$ cat src/rtl/uart_pkg.sv
// Shared UART definitions: receiver FSM encoding, standard bit timing and data width.
package uart_pkg;

   localparam int unsigned UART_CLKS_PER_BIT_115200 = 217;
   localparam int unsigned UART_DATA_BITS           = 8;

   typedef enum logic [2:0] {
      IDLE      = 3'd0,
      START     = 3'd1,
      DATA      = 3'd2,
      STOP      = 3'd3,
      WAIT_HIGH = 3'd4
   } rx_state_e;

endpackage

$ cat src/rtl/uart_rx_framed_if.sv
// Serial line and received-byte signals between the receiver (slave) and its line/consumer side (master).
interface uart_rx_framed_if;
   import uart_pkg::*;

   logic                      RX;
   logic                      o_RX_DV;
   logic [UART_DATA_BITS-1:0] o_RX_Byte;
   logic                      o_Frame_Err;
   logic                      o_RX_Busy;

   modport master (
      output RX,
      input  o_RX_DV, o_RX_Byte, o_Frame_Err, o_RX_Busy
   );

   modport slave (
      input  RX,
      output o_RX_DV, o_RX_Byte, o_Frame_Err, o_RX_Busy
   );

endinterface

$ cat src/rtl/uart_sync_2ff.sv
// Two-flop synchroniser for an asynchronous input pin, with a configurable reset value.
module uart_sync_2ff #(
   parameter logic RESET_VAL = 1'b1
) (
   input  logic clk_i,
   input  logic rst_i,
   input  logic d_i,
   output logic q_o
);

   logic meta_q;
   logic sync_q;

   always_ff @(posedge clk_i) begin
      if (rst_i) begin
         meta_q <= RESET_VAL;
         sync_q <= RESET_VAL;
      end else begin
         meta_q <= d_i;
         sync_q <= meta_q;
      end
   end

   assign q_o = sync_q;

endmodule

$ cat src/rtl/uart_rx_framed.sv
// 8N1 UART receiver: synchronised input, start-glitch rejection, stop-bit framing check,
// WAIT_HIGH lockout after a framing error so a held-low line cannot re-trigger a start.
module uart_rx_framed
   import uart_pkg::*;
#(
   parameter int unsigned CLKS_PER_BIT = UART_CLKS_PER_BIT_115200
) (
   input  logic            CLK,
   input  logic            RST,
   uart_rx_framed_if.slave bus
);

   localparam int unsigned HALF_BIT = (CLKS_PER_BIT - 1) / 2;
   localparam int unsigned CNT_W    = $clog2(CLKS_PER_BIT);
   localparam int unsigned IDX_W    = $clog2(UART_DATA_BITS);
   localparam int unsigned LAST_IDX = UART_DATA_BITS - 1;

   logic                      rx_s;
   rx_state_e                 state_q;
   logic [CNT_W-1:0]          clk_cnt_q;
   logic [IDX_W-1:0]          bit_idx_q;
   logic [UART_DATA_BITS-1:0] shift_q;
   logic [UART_DATA_BITS-1:0] byte_q;
   logic                      dv_q;
   logic                      err_q;
   logic                      busy_q;

   uart_sync_2ff #(.RESET_VAL(1'b1)) u_sync (
      .clk_i (CLK),
      .rst_i (RST),
      .d_i   (bus.RX),
      .q_o   (rx_s)
   );

   // Frame FSM; busy_q tracks (next state != IDLE) so it is registered alongside the state.
   always_ff @(posedge CLK) begin
      if (RST) begin
         state_q   <= IDLE;
         clk_cnt_q <= '0;
         bit_idx_q <= '0;
         shift_q   <= '0;
         byte_q    <= '0;
         dv_q      <= 1'b0;
         err_q     <= 1'b0;
         busy_q    <= 1'b0;
      end else begin
         dv_q  <= 1'b0;
         err_q <= 1'b0;
         unique case (state_q)
            IDLE: begin
               if (!rx_s) begin
                  state_q   <= START;
                  clk_cnt_q <= '0;
                  bit_idx_q <= '0;
                  busy_q    <= 1'b1;
               end
            end
            START: begin
               if (clk_cnt_q == CNT_W'(HALF_BIT)) begin
                  clk_cnt_q <= '0;
                  bit_idx_q <= '0;
                  if (!rx_s) begin
                     state_q <= DATA;
                  end else begin
                     state_q <= IDLE;
                     busy_q  <= 1'b0;
                  end
               end else begin
                  clk_cnt_q <= clk_cnt_q + CNT_W'(1);
               end
            end
            DATA: begin
               if (clk_cnt_q == CNT_W'(CLKS_PER_BIT - 1)) begin
                  clk_cnt_q          <= '0;
                  shift_q[bit_idx_q] <= rx_s;
                  if (bit_idx_q == IDX_W'(LAST_IDX)) begin
                     state_q   <= STOP;
                     bit_idx_q <= '0;
                  end else begin
                     bit_idx_q <= bit_idx_q + IDX_W'(1);
                  end
               end else begin
                  clk_cnt_q <= clk_cnt_q + CNT_W'(1);
               end
            end
            STOP: begin
               if (clk_cnt_q == CNT_W'(CLKS_PER_BIT - 1)) begin
                  clk_cnt_q <= '0;
                  bit_idx_q <= '0;
                  if (rx_s) begin
                     byte_q  <= shift_q;
                     dv_q    <= 1'b1;
                     state_q <= IDLE;
                     busy_q  <= 1'b0;
                  end else begin
                     err_q   <= 1'b1;
                     state_q <= WAIT_HIGH;
                  end
               end else begin
                  clk_cnt_q <= clk_cnt_q + CNT_W'(1);
               end
            end
            WAIT_HIGH: begin
               if (rx_s) begin
                  state_q   <= IDLE;
                  clk_cnt_q <= '0;
                  bit_idx_q <= '0;
                  busy_q    <= 1'b0;
               end
            end
            default: begin
               state_q   <= IDLE;
               clk_cnt_q <= '0;
               bit_idx_q <= '0;
               busy_q    <= 1'b0;
            end
         endcase
      end
   end

   assign bus.o_RX_DV     = dv_q;
   assign bus.o_RX_Byte   = byte_q;
   assign bus.o_Frame_Err = err_q;
   assign bus.o_RX_Busy   = busy_q;

endmodule

$ cat src/flat_wrapper.sv
// flat-port wrapper written by rule: the top's interface ports become plain ports
module uart_rx_framed_flat import uart_pkg::*;
#(
   parameter int unsigned CLKS_PER_BIT = UART_CLKS_PER_BIT_115200
)
  (CLK, RST, bus_RX, bus_o_RX_DV, bus_o_RX_Byte, bus_o_Frame_Err, bus_o_RX_Busy);
  uart_rx_framed_if bus_i ();
  input  logic CLK;
  input  logic RST;
  input wire logic [$bits(bus_i.RX)-1:0] bus_RX;
  output wire logic [$bits(bus_i.o_RX_DV)-1:0] bus_o_RX_DV;
  output wire logic [$bits(bus_i.o_RX_Byte)-1:0] bus_o_RX_Byte;
  output wire logic [$bits(bus_i.o_Frame_Err)-1:0] bus_o_Frame_Err;
  output wire logic [$bits(bus_i.o_RX_Busy)-1:0] bus_o_RX_Busy;
  assign bus_i.RX = bus_RX;
  assign bus_o_RX_DV = bus_i.o_RX_DV;
  assign bus_o_RX_Byte = bus_i.o_RX_Byte;
  assign bus_o_Frame_Err = bus_i.o_Frame_Err;
  assign bus_o_RX_Busy = bus_i.o_RX_Busy;
  uart_rx_framed #(.CLKS_PER_BIT(CLKS_PER_BIT)) u_core (.CLK(CLK), .RST(RST), .bus(bus_i));
endmodule
$ cat config.mk
export PLATFORM = sky130hd
export DESIGN_NAME = uart_rx_framed_flat
export DESIGN_NICKNAME = d
export VERILOG_FILES = /design/src/rtl/uart_pkg.sv /design/src/rtl/uart_rx_framed_if.sv /design/src/rtl/uart_sync_2ff.sv /design/src/rtl/uart_rx_framed.sv /design/src/flat_wrapper.sv
export SDC_FILE = /design/constraint.sdc
export NUM_CORES = 1
export LEC_CHECK = 0
export CAP_MARGIN = 10
export CORE_MARGIN = 10
export CORE_UTILIZATION = 40
export CTS_CLUSTER_DIAMETER = 120
export CTS_CLUSTER_SIZE = 20
export DETAILED_ROUTE_END_ITERATION = 6
export GPL_ROUTABILITY_DRIVEN = 0
export GPL_TIMING_DRIVEN = 0
export PLACE_DENSITY_LB_ADDON = 0.12
export SETUP_SLACK_MARGIN = 0.05
export SLEW_MARGIN = 20
export SYNTH_ARGS = -nofsm -noshare
export SYNTH_HDL_FRONTEND = slang
export SYNTH_HIERARCHICAL = 1
export SYNTH_SLANG_ARGS = --single-unit
$ cat constraint.sdc
create_clock -name CLK -period 2.3 [get_ports CLK]
set_clock_uncertainty 0.15 [all_clocks]
set_input_delay 0.46 -clock CLK [delete_from_list [all_inputs] [get_ports CLK]]
set_output_delay 0.46 -clock CLK [all_outputs]
set_load 0.005 [all_outputs]
==> results of run 1 <==
-- sequential cells by signal, summed over array words and instances, names as in the netlist --
name and cells:
u_core/u_sync/q_o 1, u_core/bus.o_RX_DV 1, u_core/bus.o_RX_Byte 8, u_core/clk_cnt_q 8
u_core/bus.o_Frame_Err 1, u_core/bit_idx_q 3, u_core/u_sync/meta_q 1, u_core/bus.o_RX_Busy 1
u_core/state_q 3, u_core/shift_q 8
-- stage by stage --
stage               utilization  setup WS (ns)
floorplan                     -         0.4719
global placement         0.4710        -0.3320
detailed placement       0.4710        -0.3315
CTS                      0.4926         0.1303
global route             0.4929         0.1198
finish                   0.4929         0.2722
-- timing repair --
action                                  CTS  global route
endpoints found under the setup margin   10            10
pin swaps                                 0             0
gates resized for setup                   1             2
hold buffers                              0             0
-- where the power goes --
part	switching, W	internal, W	leakage, nW
registers	0.00000367	0.000611	0.283
logic	0.0000351	0.0000238	0.431
clock network	0.000211	0.000235	0.0470
total	0.000249	0.000869	0.761
-- cell families (layout without fill, tap and decap cells) --
kind of cell,Yosys count,after routing,synth area share
adders and majority gates,4,4,0.02867
and+or+nand+nor,87,87,0.2918
DFF,35,35,0.4014
buffers and inverters,16,36,0.03871
xor gates and xnor gates,2,2,0.01004
AOI/OAI and AO/OA,28,28,0.1140
muxes,20,20,0.1154
-- worst max-delay path by stage --
stage / startpoint / endpoint / slack (ns) / depth (start not counted)
floorplan: u_core/clk_cnt_q[0]$_SDFFE_PP0P_ / u_core/clk_cnt_q[7]$_SDFFE_PP0P_ / 0.47 / 6
global placement: RST / u_core/bus.o_RX_Byte[7]$_SDFFE_PP0P_ / -0.33 / 5
detailed placement: RST / u_core/bus.o_RX_Byte[6]$_SDFFE_PP0P_ / -0.33 / 5
CTS: RST / u_core/bus.o_RX_Byte[7]$_SDFFE_PP0P_ / 0.13 / 5
global route: u_core/clk_cnt_q[0]$_SDFFE_PP0P_ / u_core/bus.o_RX_Byte[2]$_SDFFE_PP0P_ / 0.12 / 7
finish: u_core/clk_cnt_q[0]$_SDFFE_PP0P_ / u_core/bus.o_RX_Byte[0]$_SDFFE_PP0P_ / 0.27 / 7
-- per-layer routing --
layer  routed length (um)  global-route usage
met4                   27             0.03743
met5                    0                   0
met1                 1806              0.1327
met3                  174             0.03784
met2                 1722              0.1690
-- cells in the final DEF, fill, tap and decap left out, types with 2 or more instances in the layout --
master / instances
sky130_fd_sc_hd__nand2b_1: 14
sky130_fd_sc_hd__nand2_1: 18
sky130_fd_sc_hd__o211ai_1: 2
sky130_fd_sc_hd__inv_1: 6
sky130_fd_sc_hd__o21ai_0: 4
sky130_fd_sc_hd__a21oi_1: 6
sky130_fd_sc_hd__ha_1: 4
sky130_fd_sc_hd__clkbuf_8: 6
sky130_fd_sc_hd__a211oi_1: 2
sky130_fd_sc_hd__o221ai_1: 3
sky130_fd_sc_hd__nor4_2: 2
sky130_fd_sc_hd__nand3b_1: 3
sky130_fd_sc_hd__nor2b_1: 3
sky130_fd_sc_hd__or3_1: 2
sky130_fd_sc_hd__clkdlybuf4s50_1: 13
sky130_fd_sc_hd__buf_2: 7
sky130_fd_sc_hd__nor4_1: 4
sky130_fd_sc_hd__nand3_1: 4
sky130_fd_sc_hd__nand4_1: 3
sky130_fd_sc_hd__and2_1: 3
sky130_fd_sc_hd__dfxtp_1: 35
sky130_fd_sc_hd__nor2_1: 17
sky130_fd_sc_hd__mux2i_1: 19
sky130_fd_sc_hd__or2_1: 2
-- critical path: stages, from the launching register on --
cell and delay [ns]:
sky130_fd_sc_hd__dfxtp_1 0.34, sky130_fd_sc_hd__inv_1 0.10, sky130_fd_sc_hd__ha_1 0.19, sky130_fd_sc_hd__nand4bb_1 0.10
sky130_fd_sc_hd__buf_2 0.20, sky130_fd_sc_hd__nor3_4 0.52, sky130_fd_sc_hd__mux2i_1 0.26, sky130_fd_sc_hd__nor2_1 0.05
-- layout make-up --
class,instances,area share
Buffer,10,0.02344
Tap cell,50,0.03085
Clock buffer,6,0.04072
Sequential cell,35,0.3455
Timing Repair Buffer,13,0.06416
Multi-Input combinational cell,141,0.4818
Clock inverter,1,0.002468
Inverter,6,0.01110
==> results.md, run 1 <==
* Crit path max fanout at 8
* Cell types with the highest counts after synthesis: sky130_fd_sc_hd__dfxtp_1, sky130_fd_sc_hd__mux2i_1, sky130_fd_sc_hd__nand2_1
* Crit share post-route at 0.8817
* Synth async-reset ratio at 0
* Status: finished, final reports clean
* Mapped cell area at 1745 um2
* Fraction of final layout cells sized beyond drive strength 1 at 0.1085
* Total power density per cell area at between 500 and 600 nW/um2
* Total area of sequential cells at between 700 and 800 um2
* Maximum number of pins on one net before global-route repair at 11
* Total placed cells including tap cells at around 260
* Clock Sinks at 35
* Number of flops mapped to enable cells by yosys at 0
* Syn Inst Count at roughly 190
* Most common flop cell mapped by yosys: sky130_fd_sc_hd__dfxtp_1
* Initial antenna violation count at 0
* Area added between synthesis and finish at 16.20%
* Register-to-Register Path Depth at 7
* Slew margin rel. at 0.6101
* Antenna cell count at 0
* Cell count of the worst hold path at 1
* Die span in y at approximately 86 um
* Data required time of the worst path at 2.32 ns
* Area share of the largest cell type after synthesis at 0.4014
* Number of distinct library cells after synthesis at 50
* Slew at the pin closest to its max-slew limit at slightly below 0.6 ns
* Number of violations reported at the end of detailed-routing iteration 0 at 64
* Aggregate negative setup slack at 0 ns
* Worst Hold Class: flop to flop
* Final non-filler cell total at ~260
* Layout filler cell count at about 400
* Smallest hold slack at approximately 0.26 ns
* Count of nets after finishing at around 220
* Area after detailed placement at a little under 2000 um2
* Cells taking the most area after synthesis: sky130_fd_sc_hd__dfxtp_1, sky130_fd_sc_hd__mux2i_1, sky130_fd_sc_hd__nand2b_1
* Final Routed Wirelength at roughly 3700 um
* Overall overflow remaining after global route at 0
* Mean instance size in the synthesized netlist at 9.091 um2
* Port bufs at 13
* I/O pin count at 14
* Leakage power at between 0.7 and 0.8 nW
* Starting density of the core at 0.4241
* CTS tree: built
* Top achievable clock speed at ~490 MHz
* Clock period minus worst slack at roughly 2.0 ns
* Number of synthesis warnings at 6
* Row count at 23
* Vias in the first global route at ~1,400
* All-Layer GR Usage at 0.1078
* FF-to-FF setup slack at roughly 0.27 ns
* End of the worst register-to-register path: u_core/bus.o_RX_Byte[0]$_SDFFE_PP0P_
* Most common cell in the netlist: sky130_fd_sc_hd__dfxtp_1
* Worst reg2reg path startpoint: u_core/clk_cnt_q[0]$_SDFFE_PP0P_
* Total count of max-transition violations in the final report at 0
* Hold_sp: u_core/u_sync/meta_q$_SDFF_PP1_
* CTS clock-pin slew for the worst setup and hold paths at 0.07 ns
* Arrival time of data at the critical path endpoint at roughly 2.1 ns
* Half-perimeter wire length of the detailed placement result at about 2700 um
* Wire length of the first global-routing pass at between 6000 and 7000 um
* Clock buffer depth at 2
* Max-cap violations at 0
* Deepest level of the CTS H-tree at 2
* Final setup fails at 0
* Final Cell Area at between 2000 and 2500 um2
* Chip width at around 86 um
* Cell taking the most area after synthesis: sky130_fd_sc_hd__dfxtp_1
* Kind of capture point of the worst setup path: flop
* Clock Latency Late Sink at between 0.2 and 0.3 ns
* WS Path Type: flop to flop
* Setup repair after global routing missed its margin: no
* CTS Root Buffer Type: sky130_fd_sc_hd__clkbuf_8
* Final Hold Violating Endpoints at 0
* Count of TritonRoute iterations in the first routing pass at 4
* Vias post-DR at between 1,000 and 1,500
* TritonCTS Buffers at 5
* Post-route DRC at 0
* Mean routed wirelength per cell at 14.24 um
* Startpoint Class: flop
* VDD IR max at 0.2788 mV
* Sequential-to-total area share from yosys stat at 0.4014
* Total of flip-flops plus latches after synthesis at 35
* Total power of the final layout at 0.001119 W
* Total setup buffers inserted after CTS at 0
* CORE AREA at between 4000 and 5000 um2
* Vias per Instance at about 5.5
* Post-synth net total at between 150 and 200
* Die area at between 7000 and 8000 um2
* Antenna-violating nets left at 0
* End point of the most critical hold path: u_core/u_sync/q_o$_SDFF_PP1_
* Area used by multi-input combinational logic at a little under 1000 um2
Power figures use the tool's default switching activity.
==> run 2: changes to the inputs <==
--- a/config.mk
+++ b/config.mk
@@ -15,8 +15,8 @@
 export GPL_TIMING_DRIVEN = 0
 export PLACE_DENSITY_LB_ADDON = 0.12
 export SETUP_SLACK_MARGIN = 0.05
+export SKIP_CTS_REPAIR_TIMING = 1
 export SLEW_MARGIN = 20
 export SYNTH_ARGS = -nofsm -noshare
 export SYNTH_HDL_FRONTEND = slang
-export SYNTH_HIERARCHICAL = 1
 export SYNTH_SLANG_ARGS = --single-unit
==> constraint.sdc (replaced) <==
create_clock -name CLK -period 2.5 [get_ports CLK]
set_clock_uncertainty 0.15 [all_clocks]
set_input_delay 0.5 -clock CLK [delete_from_list [all_inputs] [get_ports CLK]]
set_output_delay 0.5 -clock CLK [all_outputs]
set_load 0.005 [all_outputs]
==> results.md, run 2 <==
* Clock period minus worst slack at between 2 and 2.5 ns
* Overall overflow remaining after global route at 0
* Chip width at 83.28 um
* Half-perimeter wire length of the detailed placement result at 2463 um
* TritonCTS Buffers at 5
* Synth async-reset ratio at 0
* Vias per Instance at approximately 5.3
* Data required time of the worst path at 2.54 ns
* Crit path max fanout at 6
* CTS tree: built
* Mapped cell area at ~1600 um2
* Total area of sequential cells at between 700 and 800 um2
* Total count of max-transition violations in the final report at 0
* Count of nets after finishing at 205
* Initial antenna violation count at 0
* Number of flops mapped to enable cells by yosys at 0
* Sequential-to-total area share from yosys stat at 0.4375
* Smallest hold slack at between 0.2 and 0.3 ns
* CTS clock-pin slew for the worst setup and hold paths at 0.07 ns
* Die area at between 6000 and 7000 um2
* Status: finished, final reports clean
* Max incr delay on CP at 0.60 ns
* CORE AREA at roughly 3800 um2
* Arrival time of data at the critical path endpoint at roughly 2.2 ns
* Total of flip-flops plus latches after synthesis at 35
* Maximum number of pins on one net before global-route repair at 11
* Total power of the final layout at 0.001017 W
* All-Layer GR Usage at 0.09962
* Cell types with the highest counts after synthesis: sky130_fd_sc_hd__dfxtp_1, sky130_fd_sc_hd__nor2_1, sky130_fd_sc_hd__mux2i_1
* Mean instance size in the synthesized netlist at around 9 um2
* Cells taking the most area after synthesis: sky130_fd_sc_hd__dfxtp_1, sky130_fd_sc_hd__mux2i_1, sky130_fd_sc_hd__nor2_1
* Deepest level of the CTS H-tree at 2
* Leading cell type in the layout, fill and taps excluded: sky130_fd_sc_hd__dfxtp_1
* Mean routed wirelength per cell at around 13 um
* Aggregate negative setup slack at 0 ns
* Post-synth net total at roughly 190
* Port bufs at 13
* Max-cap violations at 0
* Commonest cells after routing, fill and taps aside: sky130_fd_sc_hd__dfxtp_1, sky130_fd_sc_hd__nor2_1, sky130_fd_sc_hd__mux2i_1
* Worst Hold Class: flop to flop
* Slew at the pin closest to its max-slew limit at between 0.7 and 0.8 ns
* Leakage power at just over 0.7 nW
* Die span in y at 83.28 um
* Post-route DRC at 0
* Kind of capture point of the worst setup path: flop
* Most common flop cell mapped by yosys: sky130_fd_sc_hd__dfxtp_1
* Utilization after layout at 0.4967
* Clock Latency Late Sink at 0.29 ns
* Row count at 22
* Area added between synthesis and finish at 16.95%
* I/O pin count at 14
* WS Path Type: flop to flop
* Area after detailed placement at approximately 1800 um2
* Antenna-violating nets left at 0
* Setup repair after global routing missed its margin: no
* Final setup fails at 0
* Area share of the largest cell type after synthesis at 0.4375
* Area used by multi-input combinational logic at 810.8 um2
* Layout filler cell count at around 360
* Total power density per cell area at around 540 nW/um2
* Clock buffer depth at 2
* Syn Inst Count at 178
* Slew margin rel. at 0.4751
* Final Cell Area at roughly 1900 um2
* Final Hold Violating Endpoints at 0
* Starting density of the core at 0.4247
* Crit share post-route at 0.8688
* Antenna cell count at 0
* Top achievable clock speed at 460.4 MHz
* Fraction of final layout cells sized beyond drive strength 1 at 0.1156
* Vias in the first global route at approximately 1,300
* Count of TritonRoute iterations in the first routing pass at 4
* Vias post-DR at between 1,000 and 1,500
* CTS Root Buffer Type: sky130_fd_sc_hd__clkbuf_8
* Final Routed Wirelength at about 3300 um
* Most common cell in the netlist: sky130_fd_sc_hd__dfxtp_1
* VDD IR max at ~0.25 mV
* Worst path cell trace: inv_1 -> ha_1 -> nand3b_1 -> nor3_1 -> o21ai_0 -> nor2_1 -> a211oi_1
* Number of violations reported at the end of detailed-routing iteration 0 at approximately 130
* Number of distinct library cells after synthesis at 44
* Slowest stage cell, crit path: sky130_fd_sc_hd__o21ai_0
* Clock Sinks at 35
* Cell taking the most area after synthesis: sky130_fd_sc_hd__dfxtp_1
* Wire length of the first global-routing pass at roughly 5800 um
* Number of synthesis warnings at 0
* Startpoint Class: flop
run 2: cell types whose count changed in the layout (fill, tap and decap cells not counted), sizes merged, moves of 3 or more:
cell / change
and2: -3
nand2b: -14
nor3: +5
nand2: -7
o211ai: +3
nor2: +10
o221ai: -3
nor4: -4
or4: +3
buf: -3
mux2i: -5
run 2: logic make-up after synthesis:
logic type | Yosys count | synth area share
compound gates | 28 | 0.1094
fa+ha+maj | 4 | 0.03125
xor+xnor | 2 | 0.01094
mux | 14 | 0.08750
buf+inv | 16 | 0.05626
flops | 35 | 0.4375
simple gates | 79 | 0.2672
run 2: cell type report:
| type | count | area share |
|---|---|---|
| timing repair buffer | 13 | 0.06947 |
| tap | 48 | 0.03206 |
| inverter | 7 | 0.01403 |
| multi-input combinational | 127 | 0.4329 |
| clock inverter | 1 | 0.002672 |
| sequential | 35 | 0.3741 |
| clock buffer | 7 | 0.04075 |
| buffer | 9 | 0.03407 |
run 2: per-stage QoR:
| step | std cells | worst slack, ns |
|---|---|---|
| final | 247 | 0.3280 |
| after CTS | 247 | 0.3579 |
| after detailed placement | 239 | 0.3765 |
| after global placement | 239 | 0.3877 |
| after global routing | 247 | 0.09060 |
| after floorplan | 178 | 0.5281 |
run 2: worst paths after layout:
check / startpoint / end / slack [ns] / cells past startpoint
worst max register to register: u_core.clk_cnt_q[0]$_SDFFE_PP0P_ / u_core.clk_cnt_q[0]$_SDFFE_PP0P_ / 0.33 / 7
worst max-delay path: u_core.clk_cnt_q[0]$_SDFFE_PP0P_ / u_core.clk_cnt_q[0]$_SDFFE_PP0P_ / 0.33 / 7
worst min register to register: u_core.u_sync.meta_q$_SDFF_PP1_ / u_core.u_sync.q_o$_SDFF_PP1_ / 0.26 / 1
worst min-delay path: u_core.u_sync.meta_q$_SDFF_PP1_ / u_core.u_sync.q_o$_SDFF_PP1_ / 0.26 / 1
run 2: metal layers:
metal  share of wire  GRT usage  up-vias
li1                -          -      669
met1            0.47     0.1184      613
met2            0.46     0.1557       23
met3           0.054    0.03809        7
met4           0.019    0.04154        0
met5               0          0        -
run 2: where the power goes:
| group | internal [W] | switching (W) |
|---|---|---|
| Clock | 0.000195 | 0.000190 |
| Combinational | 0.0000243 | 0.0000382 |
| Sequential | 0.000564 | 0.00000526 |
| Total | 0.000783 | 0.000234 |
run 2: worst max-delay path, delay by kind of cell (launching register included):
| kind | cells | cell delay (ns) |
|---|---|---|
| fa+ha+maj | 1 | 0.21 |
| compound gates | 2 | 0.86 |
| flops | 1 | 0.39 |
| simple gates | 3 | 0.41 |
| buf+inv | 1 | 0.06 |
==> run 3: changes to the inputs <==
--- a/config.mk
+++ b/config.mk
@@ -6,8 +6,8 @@
 export NUM_CORES = 1
 export LEC_CHECK = 0
 export CAP_MARGIN = 10
-export CORE_MARGIN = 10
-export CORE_UTILIZATION = 40
+export CORE_MARGIN = 2
+export CORE_UTILIZATION = 30
 export CTS_CLUSTER_DIAMETER = 120
 export CTS_CLUSTER_SIZE = 20
 export DETAILED_ROUTE_END_ITERATION = 6
==> results.md, run 3 (synthesized netlist as in run 2, its figures left out) <==
* Status: finished, final reports clean
* Arrival time of data at the critical path endpoint at ~2.2 ns
* Initial antenna violation count at 0
* Die area at slightly below 6000 um2
* Layout filler cell count at about 560
* Crit path max fanout at 8
* Mean routed wirelength per cell at between 10 and 15 um
* Overall overflow remaining after global route at 0
* Aggregate negative setup slack at 0 ns
* Commonest cells after routing, fill and taps aside: sky130_fd_sc_hd__dfxtp_1, sky130_fd_sc_hd__nor2_1, sky130_fd_sc_hd__mux2i_1
* Final setup fails at 0
* Die span in y at about 77 um
* I/O pin count at 14
* Total area of sequential cells at roughly 700 um2
* Amount of wire on met3 after detailed routing at 76 um
* Slew at the pin closest to its max-slew limit at 0.8016 ns
* Clock Latency Late Sink at 0.28 ns
* WS Path Type: flop to flop
* Post-route DRC at 0
* Row count at 26
* Number of violations reported at the end of detailed-routing iteration 0 at between 40 and 50
* Max-cap violations at 0
* Chip width at roughly 77 um
* Clock Sinks at 35
* Clock period minus worst slack at ~2.2 ns
* Vias in the first global route at around 1,200
* Highest metal layer used by the detailed router: met4
* Smallest hold slack at about 0.26 ns
* VDD IR max at about 0.25 mV
* Kind of capture point of the worst setup path: flop
* Leakage power at between 0.7 and 0.8 nW
* Total power density per cell area at 631.2 nW/um2
* Vias per Instance at roughly 4.9
* Antenna cell count at 0
* Data required time of the worst path at around 2.5 ns
* Deepest level of the CTS H-tree at 2
* Startpoint Class: flop
* Top achievable clock speed at about 460 MHz
* CTS clock-pin slew for the worst setup and hold paths at approximately 0.070 ns
* Fraction of final layout cells sized beyond drive strength 1 at 0.1206
* All-Layer GR Usage at 0.1261
* Slew margin rel. at 0.4615
* Crit share post-route at 0.8765
* Wire length of the first global-routing pass at between 5000 and 6000 um
* Final Hold Violating Endpoints at 0
* Setup repair after global routing missed its margin: no
* Clock buffer depth at 2
* CTS tree: built
* TritonCTS Buffers at 5
* CTS Root Buffer Type: sky130_fd_sc_hd__clkbuf_8
* Count of TritonRoute iterations in the first routing pass at 4
* Maximum number of pins on one net before global-route repair at 12
* Vias post-DR at about 1,300
* Port bufs at 13
* Total met2 wirelength after detailed routing at approximately 1600 um
* Half-perimeter wire length of the detailed placement result at 2439 um
* Count of nets after finishing at approximately 210
* Leading cell type in the layout, fill and taps excluded: sky130_fd_sc_hd__dfxtp_1
* Final Routed Wirelength at 3445 um
* Worst Hold Class: flop to flop
* Starting density of the core at 0.3116
* Area used by multi-input combinational logic at 810.8 um2
* CORE AREA at about 5100 um2
* Area added between synthesis and finish at 21.87%
* Antenna-violating nets left at 0
* Total count of max-transition violations in the final report at 0
* Metal-1 WL at about 1700 um
run 3: final cells by class:
cell class              instances  share of cell area
clock buffers                   6             0.03718
multi-input cells             127              0.4154
flip-flops and latches         35              0.3590
well taps                      70             0.04487
repair buffers                 13             0.06667
inverters                       7             0.01346
plain buffers                   9             0.03269
clock inverters                 2             0.03077
run 3: report_power, final:
group	internal [W]	total [W]	switching, W	leakage (nW)
Sequential	0.000563	0.000569	0.00000585	0.283
Combinational	0.0000242	0.0000626	0.0000384	0.401
Clock	0.000399	0.000600	0.000202	0.0654
run 3: critical path, cell delays in order (launching register included):
cell and delay (ns):
sky130_fd_sc_hd__dfxtp_1 0.48, sky130_fd_sc_hd__or3b_4 0.46, sky130_fd_sc_hd__nor4_1 0.56, sky130_fd_sc_hd__nand3_1 0.20, sky130_fd_sc_hd__mux2i_1 0.18, sky130_fd_sc_hd__nor2_1 0.05
run 3: metrics by stage:
stage                     utilization  area, um2   power, W  setup WS (ns)  std cells
after floorplan                     -       1602  0.0006222         0.5281        178
after global placement         0.3539       1819  0.0006440         0.3612        261
after detailed placement       0.3539       1819  0.0006448         0.3362        261
after CTS                      0.3797       1952   0.001248         0.3027        269
after global routing           0.3797       1952   0.001283         0.1014        269
final                          0.3797       1952   0.001232         0.3088        269
run 3: worst paths after layout:
check	to	depth (start not counted)	slack, ns	from
max reg2reg	u_core.shift_q[3]$_SDFFE_PP0P_	5	0.31	u_core.state_q[1]$_SDFFE_PP0P_
min reg2reg	u_core.u_sync.q_o$_SDFF_PP1_	1	0.26	u_core.u_sync.meta_q$_SDFF_PP1_
max	u_core.shift_q[3]$_SDFFE_PP0P_	5	0.31	u_core.state_q[1]$_SDFFE_PP0P_
min	u_core.u_sync.q_o$_SDFF_PP1_	1	0.26	u_core.u_sync.meta_q$_SDFF_PP1_
run 3: per-layer routing:
| metal | vias to the layer above | global-route usage |
|---|---|---|
| met5 | - | 0 |
| met4 | 0 | 0.05357 |
| met3 | 4 | 0.03529 |
| met2 | 17 | 0.1886 |
| met1 | 631 | 0.1698 |
| li1 | 666 | - |
